<file path="src/rtl/hzdm.sv">
// Register-hazard scoreboard and issue controller with fence/CSR drain.
// Optional stall-cycle counter port enabled by defining HZDM_PERF_CNT_EN.
module hzdm #(
  parameter int unsigned MAX_INFLIGHT = 3
) (
  input  logic        clk_i,
  input  logic        rst_i,
  input  logic        issue_valid_i,
  input  logic [4:0]  issue_rs1_i,
  input  logic        issue_rs1_used_i,
  input  logic [4:0]  issue_rs2_i,
  input  logic        issue_rs2_used_i,
  input  logic        issue_reg_write_i,
  input  logic [4:0]  issue_rd_i,
  input  logic        retire_valid_i,
  input  logic [4:0]  retire_rd_i,
  input  logic        cancel_valid_i,
  input  logic [4:0]  cancel_rd_i,
  input  logic        drain_req_i,
  output logic        stall_o,
  output logic        busy_o,
  output logic        drain_ack_o,
  output logic        err_o
`ifdef HZDM_PERF_CNT_EN
  ,
  output logic [31:0] stall_count_o
`endif
);

  localparam int unsigned CW = $clog2(MAX_INFLIGHT + 1);
  localparam logic [CW-1:0] CntMax = CW'(MAX_INFLIGHT);

  localparam logic [0:0] StIdle  = 1'b0;
  localparam logic [0:0] StDrain = 1'b1;

  // Entry 0 exists only so 5-bit indices stay in range; it is held at zero.
  logic [CW-1:0] cnt_q [32];
  logic [CW-1:0] cnt_d [32];
  logic [0:0]    state_q, state_d;
  logic          err_q, err_d;
  logic          hazard, issue_fire, underflow;

  always_comb begin
    hazard = 1'b0;
    if (issue_rs1_used_i && issue_rs1_i != 5'd0 && cnt_q[issue_rs1_i] != '0) hazard = 1'b1;
    if (issue_rs2_used_i && issue_rs2_i != 5'd0 && cnt_q[issue_rs2_i] != '0) hazard = 1'b1;
    if (issue_reg_write_i && issue_rd_i != 5'd0 && cnt_q[issue_rd_i] == CntMax) hazard = 1'b1;
  end

  assign stall_o     = (state_q == StDrain) ? 1'b1 : hazard;
  assign issue_fire  = issue_valid_i & ~stall_o & issue_reg_write_i & (issue_rd_i != 5'd0);
  assign drain_ack_o = (state_q == StDrain) & ~busy_o;
  assign err_o       = err_q;

  always_comb begin
    busy_o = 1'b0;
    for (int r = 1; r < 32; r++) begin
      if (cnt_q[r] != '0) busy_o = 1'b1;
    end
  end

  // All same-cycle updates combine into one net change; going below zero saturates.
  always_comb begin
    logic [CW:0] sum;
    logic [1:0]  dec;
    sum       = '0;
    dec       = '0;
    underflow = 1'b0;
    cnt_d[0]  = '0;
    for (int r = 1; r < 32; r++) begin
      sum = {1'b0, cnt_q[r]} + (CW+1)'(issue_fire && issue_rd_i == 5'(r));
      dec = {1'b0, retire_valid_i && retire_rd_i == 5'(r)}
          + {1'b0, cancel_valid_i && cancel_rd_i == 5'(r)};
      if (sum < (CW+1)'(dec)) begin
        cnt_d[r]  = '0;
        underflow = 1'b1;
      end else begin
        cnt_d[r] = CW'(sum - (CW+1)'(dec));
      end
    end
  end

  assign err_d = err_q | underflow;

  always_comb begin
    state_d = state_q;
    case (state_q)
      StIdle:  if (drain_req_i) state_d = StDrain;
      StDrain: if (!busy_o) state_d = StIdle;
      default: state_d = StIdle;
    endcase
  end

  always_ff @(posedge clk_i or posedge rst_i) begin
    if (rst_i) begin
      for (int r = 0; r < 32; r++) cnt_q[r] <= '0;
      state_q <= StIdle;
      err_q   <= 1'b0;
    end else begin
      for (int r = 0; r < 32; r++) cnt_q[r] <= cnt_d[r];
      state_q <= state_d;
      err_q   <= err_d;
    end
  end

`ifdef HZDM_PERF_CNT_EN
  logic [31:0] stall_cnt_q;

  always_ff @(posedge clk_i or posedge rst_i) begin
    if (rst_i) begin
      stall_cnt_q <= 32'd0;
    end else if (issue_valid_i && stall_o) begin
      stall_cnt_q <= stall_cnt_q + 32'd1;
    end
  end

  assign stall_count_o = stall_cnt_q;
`endif

endmodule

</file>
<file path="config.mk">
export PLATFORM = sky130hd
export DESIGN_NAME = hzdm
export DESIGN_NICKNAME = d
export VERILOG_FILES = /design/src/rtl/hzdm.sv
export SDC_FILE = /design/constraint.sdc
export NUM_CORES = 1
export LEC_CHECK = 0
export CAP_MARGIN = 5
export CORE_MARGIN = 4
export CORE_UTILIZATION = 63
export DETAILED_ROUTE_END_ITERATION = 12
export PLACE_DENSITY = 0.83
export SLEW_MARGIN = 10
export SYNTH_ARGS = -nofsm -noshare
export SYNTH_HDL_FRONTEND = slang
export SYNTH_SLANG_ARGS = --single-unit
</file>
<file path="constraint.sdc">
create_clock -name clk_i -period 4.7 [get_ports clk_i]
set_clock_uncertainty 0.2 [all_clocks]
set_input_delay 1.175 -clock clk_i [delete_from_list [all_inputs] [get_ports clk_i]]
set_output_delay 1.175 -clock clk_i [all_outputs]
set_load 0.02 [all_outputs]
</file>
==> results of run 1 <==
-- what timing repair did --
item	in CTS
hold buffers	0
setup endpoints to repair	60
gates resized for setup	81
buffers inserted	20
pin swaps	27
cloned	1
-- cells in the mapped netlist, types with 4 or more instances --
master     number  area share, %
nor4_2          6            1.0
a221o_1         4           0.54
nand2b_1        6           0.50
nand3_1        14           0.94
nand4_1        11           0.92
nor2b_1        13            1.1
a211oi_1       10            1.0
nand3b_1        4           0.40
nor4b_2         4           0.81
dfrtp_1        64             22
nor4b_1         9            1.1
nand2_1        20            1.0
a2111oi_0       4           0.47
a21oi_1        26            1.7
nor4_1         24            2.0
or3_1          25            2.1
nor2_1        149            7.5
o31a_1          9            1.1
xnor2_1        31            3.6
clkbuf_1       17           0.86
mux4_2         18            5.4
nor3_1         14           0.94
mux2i_1        11            1.5
buf_2           6           0.40
a22o_1          4           0.47
ha_1          124             21
fa_1           31            8.3
inv_1          97            4.9
-- stage by stage --
stage	area [µm²]	worst slack, ns	instances
detailed placement	9940	-1.65	1225
CTS	10700	-0.700	1259
floorplan	7560	-0.471	811
global placement	9940	-1.47	1225
-- kinds of logic after synthesis --
| group | after synthesis |
|---|---|
| simple gates | 319 |
| fa+ha+maj | 155 |
| buf+inv | 127 |
| compound gates | 82 |
| flops | 64 |
| mux | 33 |
| xor+xnor | 31 |
-- layer usage --
layer / GRT overflow / global-route usage (%)
met1: 12 / 80.9
met2: 492 / 115
met5: 0 / 37.0
met3: 8 / 71.9
met4: 227 / 107
==> flow_metrics.tcl, run 1 <==
set metrics [dict create \
    synthDistinctLibCells 63 \
    grt-ovfl-total 739 \
    dpl.hpwl_mm 24.0 \
    cts_sinks 64 \
    die_h_um 117 \
    crit_endpoint "err_o$_DFF_PP0_/D" \
    clock_path_buffers 2 \
    yosysWarnings 0 \
    postSynthCellCount 811 \
    io_buffer_count 37 \
    cts-htree-levels 3 \
    error "[ERROR GRT-0232] Routing congestion too high. Check the congestion heatmap in the GUI." \
    worst_endpoint_kind "sequential cell input" \
    haltStage "5_1_grt" \
    die_w_um 117 \
    synth_area_um2 7450 \
    fp-row-count 39 \
    ys_seq_area_share_pct 21.5 \
    synth_seq_cells 64 \
    synth_top_family_by_area "adder cells" \
    gp_congestion 1.12 \
    status "aborted with a tool error" \
    ys_async_sr_fraction_pct 100 \
    synth_adder_area_share_pct 29.2 \
    syn_nets 1000 \
    synth_compound_area_share_pct 8.70 \
    synth.area.mux_share_pct 7.58 \
    synthSimpleGateAreaFrac_pct 22.5 \
    pin_count 38 \
    synth_edf_count 0 \
    synth-xor-area-share_pct 3.65 \
    grt_start_max_net_pins 40 \
    numCtsBuffers 9 \
    syn_area_per_cell_um2 9.18 \
    cts_root_buffer "clkbuf_16" \
    synthFlopType "dfrtp_1" \
    grt.total_usage_pct 91.2 \
    initial_core_util_pct 64.7 \
]
==> run 2, diff against run 1 <==
--- a/config.mk
+++ b/config.mk
@@ -7,9 +7,9 @@
 export LEC_CHECK = 0
 export CAP_MARGIN = 5
 export CORE_MARGIN = 4
-export CORE_UTILIZATION = 63
+export CORE_UTILIZATION = 40
 export DETAILED_ROUTE_END_ITERATION = 12
-export PLACE_DENSITY = 0.83
+export PLACE_DENSITY_LB_ADDON = 0.15
 export SLEW_MARGIN = 10
 export SYNTH_ARGS = -nofsm -noshare
 export SYNTH_HDL_FRONTEND = slang
==> run 2 against run 1 <==
Compared with the run above: the flow now finishes, with violations (negative setup slack); synthesized area did not move; synthesized cell count is the same.
==> flow_metrics.tcl, run 2 <==
set metrics [dict create \
    status "finished, violations left" \
    violations "negative setup slack" \
    grt_start_max_net_pins 65 \
    grt_pass1_vias 8315 \
    wire_per_inst_um 21.8 \
    ys_top_cells_by_count "nor2_1, ha_1, inv_1" \
    max_clock_freq_mhz 190 \
    r2r_cells 17 \
    critPathKind "input pin to flop" \
    max_cap_viol_count 0 \
    fin_ws_ns -0.570 \
    diodes 0 \
    min_period_ns 5.27 \
    final_cells 1404 \
    routed_wl_mm 30.6 \
    synth_top_area_share_pct 21.5 \
    fp-row-count 49 \
    postSynthCellCount 811 \
    p_per_area_nw_per_um2 267 \
    finalCritPeriodShare_pct 112 \
    synth_area_um2 7450 \
    reg2reg_slack_ns -0.17 \
    min_to "state_q" \
    synthDistinctLibCells 63 \
    worstMarginPinSlew_ns 0.944 \
    power_leakage_nw 5.53 \
    rsz0062_at_grt "true" \
    final_common_cell "buf_4" \
    worstPathRequired_ns 4.72 \
    die_w_um 144 \
    syn_nets 1000 \
    nNetsFinal 1359 \
    cts_tree "built" \
    grt.total_usage_pct 30.1 \
    ys_seq_area_share_pct 21.5 \
    via_per_inst 5.65 \
    largest_reg_flops 62 \
    yosysTopAreaCell "dfrtp_1" \
    synth_edf_count 0 \
    holdCritStartpoint "state_q" \
    syn_area_per_cell_um2 9.18 \
    grt-ovfl-total 0 \
    cts.clk_slew.worst_paths_ns 0.06 \
    layout-area-overhead-vs-synth_pct 53.8 \
    fin_tns_setup_ns -0.570 \
    drt_pass1_iterations 7 \
    clock_latency_ns 0.35 \
    reg2reg_to "err_o" \
    gp_congestion 0.960 \
    worstHoldPathCells 2 \
    whs_ns 0.403 \
    regMostFlops "cnt_q" \
    numPlacedInstances 1355 \
    pin_count 38 \
    drive_gt1_share_pct 40.5 \
    peakVddDrop_mv 0.200 \
    io_buffer_count 37 \
    synth.most_common_cell "nor2_1" \
    report.final.setup_viol 1 \
    grt_first_pass_wirelength_mm 46.7 \
    hold_viol_final 0 \
    cts-htree-levels 3 \
    dpl.hpwl_mm 24.9 \
    critPathLaunchType "input pin" \
    final_cell_mix "buf_4, nor2_1, ha_1" \
    clock_path_buffers 2 \
    core_um2 18100 \
    yosysWarnings 0 \
    synth_seq_cells 64 \
    drt_iter0_drc 691 \
    ys_top_cells_by_area "dfrtp_1, ha_1, fa_1" \
    endpoint_kind "flop" \
    antenna_found_initial 1 \
    numCtsBuffers 9 \
    worstHoldPathType "flop to flop" \
    rr_startpoint "cnt_q[25]" \
    cts_sinks 64 \
    dieArea_um2 20900 \
    postRouteAntennaNets 0 \
    drc_errors 0 \
    initial_core_util_pct 41.0 \
    cp_max_fo 6 \
    max-slew-margin-rel_pct 37.1 \
    cp.arrival_ns 5.29 \
    cts_root_buffer "clkbuf_16" \
    post-place-ws_ns -1.80 \
    slew_violations 0 \
    via_count 7937 \
    ys_async_sr_fraction_pct 100 \
    die_h_um 144 \
    synthFlopType "dfrtp_1" \
]
==> run 2: cell counts after synthesis <==
No cell type changed its count.
==> run 2: metal layers <==
layer  vias to the layer above  GRT usage, %  share of wire [%]
li1                       3561             -                  -
met1                      3902          38.3                 40
met5                         -             0              0.049
met2                       374          50.9                 47
met4                         2          12.5                4.8
met3                        98          4.79                7.2
==> run 2: cell families (layout without fill, tap and decap cells) <==
| group | Yosys count | after routing | share of synthesized area (%) |
|---|---|---|---|
| AND/OR/NAND/NOR | 319 | 319 | 22.5 |
| buffers and inverters | 127 | 491 | 6.91 |
| XOR/XNOR | 31 | 31 | 3.65 |
| multiplexers | 33 | 33 | 7.58 |
| AO/OA/AOI/OAI | 82 | 82 | 8.70 |
| flip-flops | 64 | 64 | 21.5 |
| adder cells (fa/ha/maj) | 155 | 155 | 29.2 |
==> run 2: repair_timing <==
item                                   in CTS  in global routing
setup endpoints to repair                  60                 30
hold buffers                                0                  0
endpoints found under the hold margin       0                  0
setup buffers                              19                 14
pin swaps                                  39                 26
resized for setup                          97                 42
cloned                                      1                  0
==> run 2: how the worst max path moves through the flow <==
| stage | to | slack, ns | cells after the start | start |
|---|---|---|---|---|
| after floorplan | err_o | -0.47 | 17 | issue_rd_i[1] |
| after global placement | err_o | -1.81 | 18 | issue_rs1_i[0] |
| after detailed placement | err_o | -1.80 | 18 | issue_rd_i[0] |
| after CTS | err_o | -0.56 | 18 | issue_rd_i[0] |
| after global routing | err_o | -0.69 | 20 | issue_rs2_i[1] |
| final | err_o | -0.57 | 19 | issue_rd_i[3] |
==> run 2: final cells by class <==
| cell class | count | area (µm²) |
|---|---|---|
| Fill cell | 1530 | 6690 |
| Multi-Input combinational cell | 620 | 5850 |
| Timing Repair Buffer | 376 | 3020 |
| Sequential cell | 64 | 1600 |
| Inverter | 99 | 372 |
| Tap cell | 229 | 287 |
| Clock buffer | 10 | 229 |
| Clock inverter | 6 | 93.8 |
==> run 2: critical path, stage by stage <==
cell           delay, ns
dlygate4sd2_1       0.24
buf_6               0.14
buf_4               0.14
o41ai_4             0.39
nor4b_2             0.11
o32ai_4             0.19
buf_6               0.15
nand4_4             0.12
buf_4               0.19
buf_4               0.13
buf_4               0.12
nor4b_2             0.27
ha_1                0.23
inv_1               0.06
fa_1                0.49
or3_1               0.41
a221o_1             0.42
nor4_2              0.20
nand4_1             0.11
==> run 2: per-stage QoR <==
stage	utilization [%]	area, µm²	power, W
floorplan	-	7560	0.00141
global placement	57.3	10400	0.00212
detailed placement	57.3	10400	0.00216
CTS	61.9	11200	0.00300
global route	63.1	11500	0.00320
finish	63.1	11500	0.00306
==> run 2: report_power, final <==
group	switching (W)	internal, W	leakage, nW
logic	0.000747	0.000713	4.54
clock network	0.000301	0.000468	0.153
registers	0.000156	0.000678	0.833
total	0.00120	0.00186	5.53
Note: power is estimated with default switching activity, not from simulation.
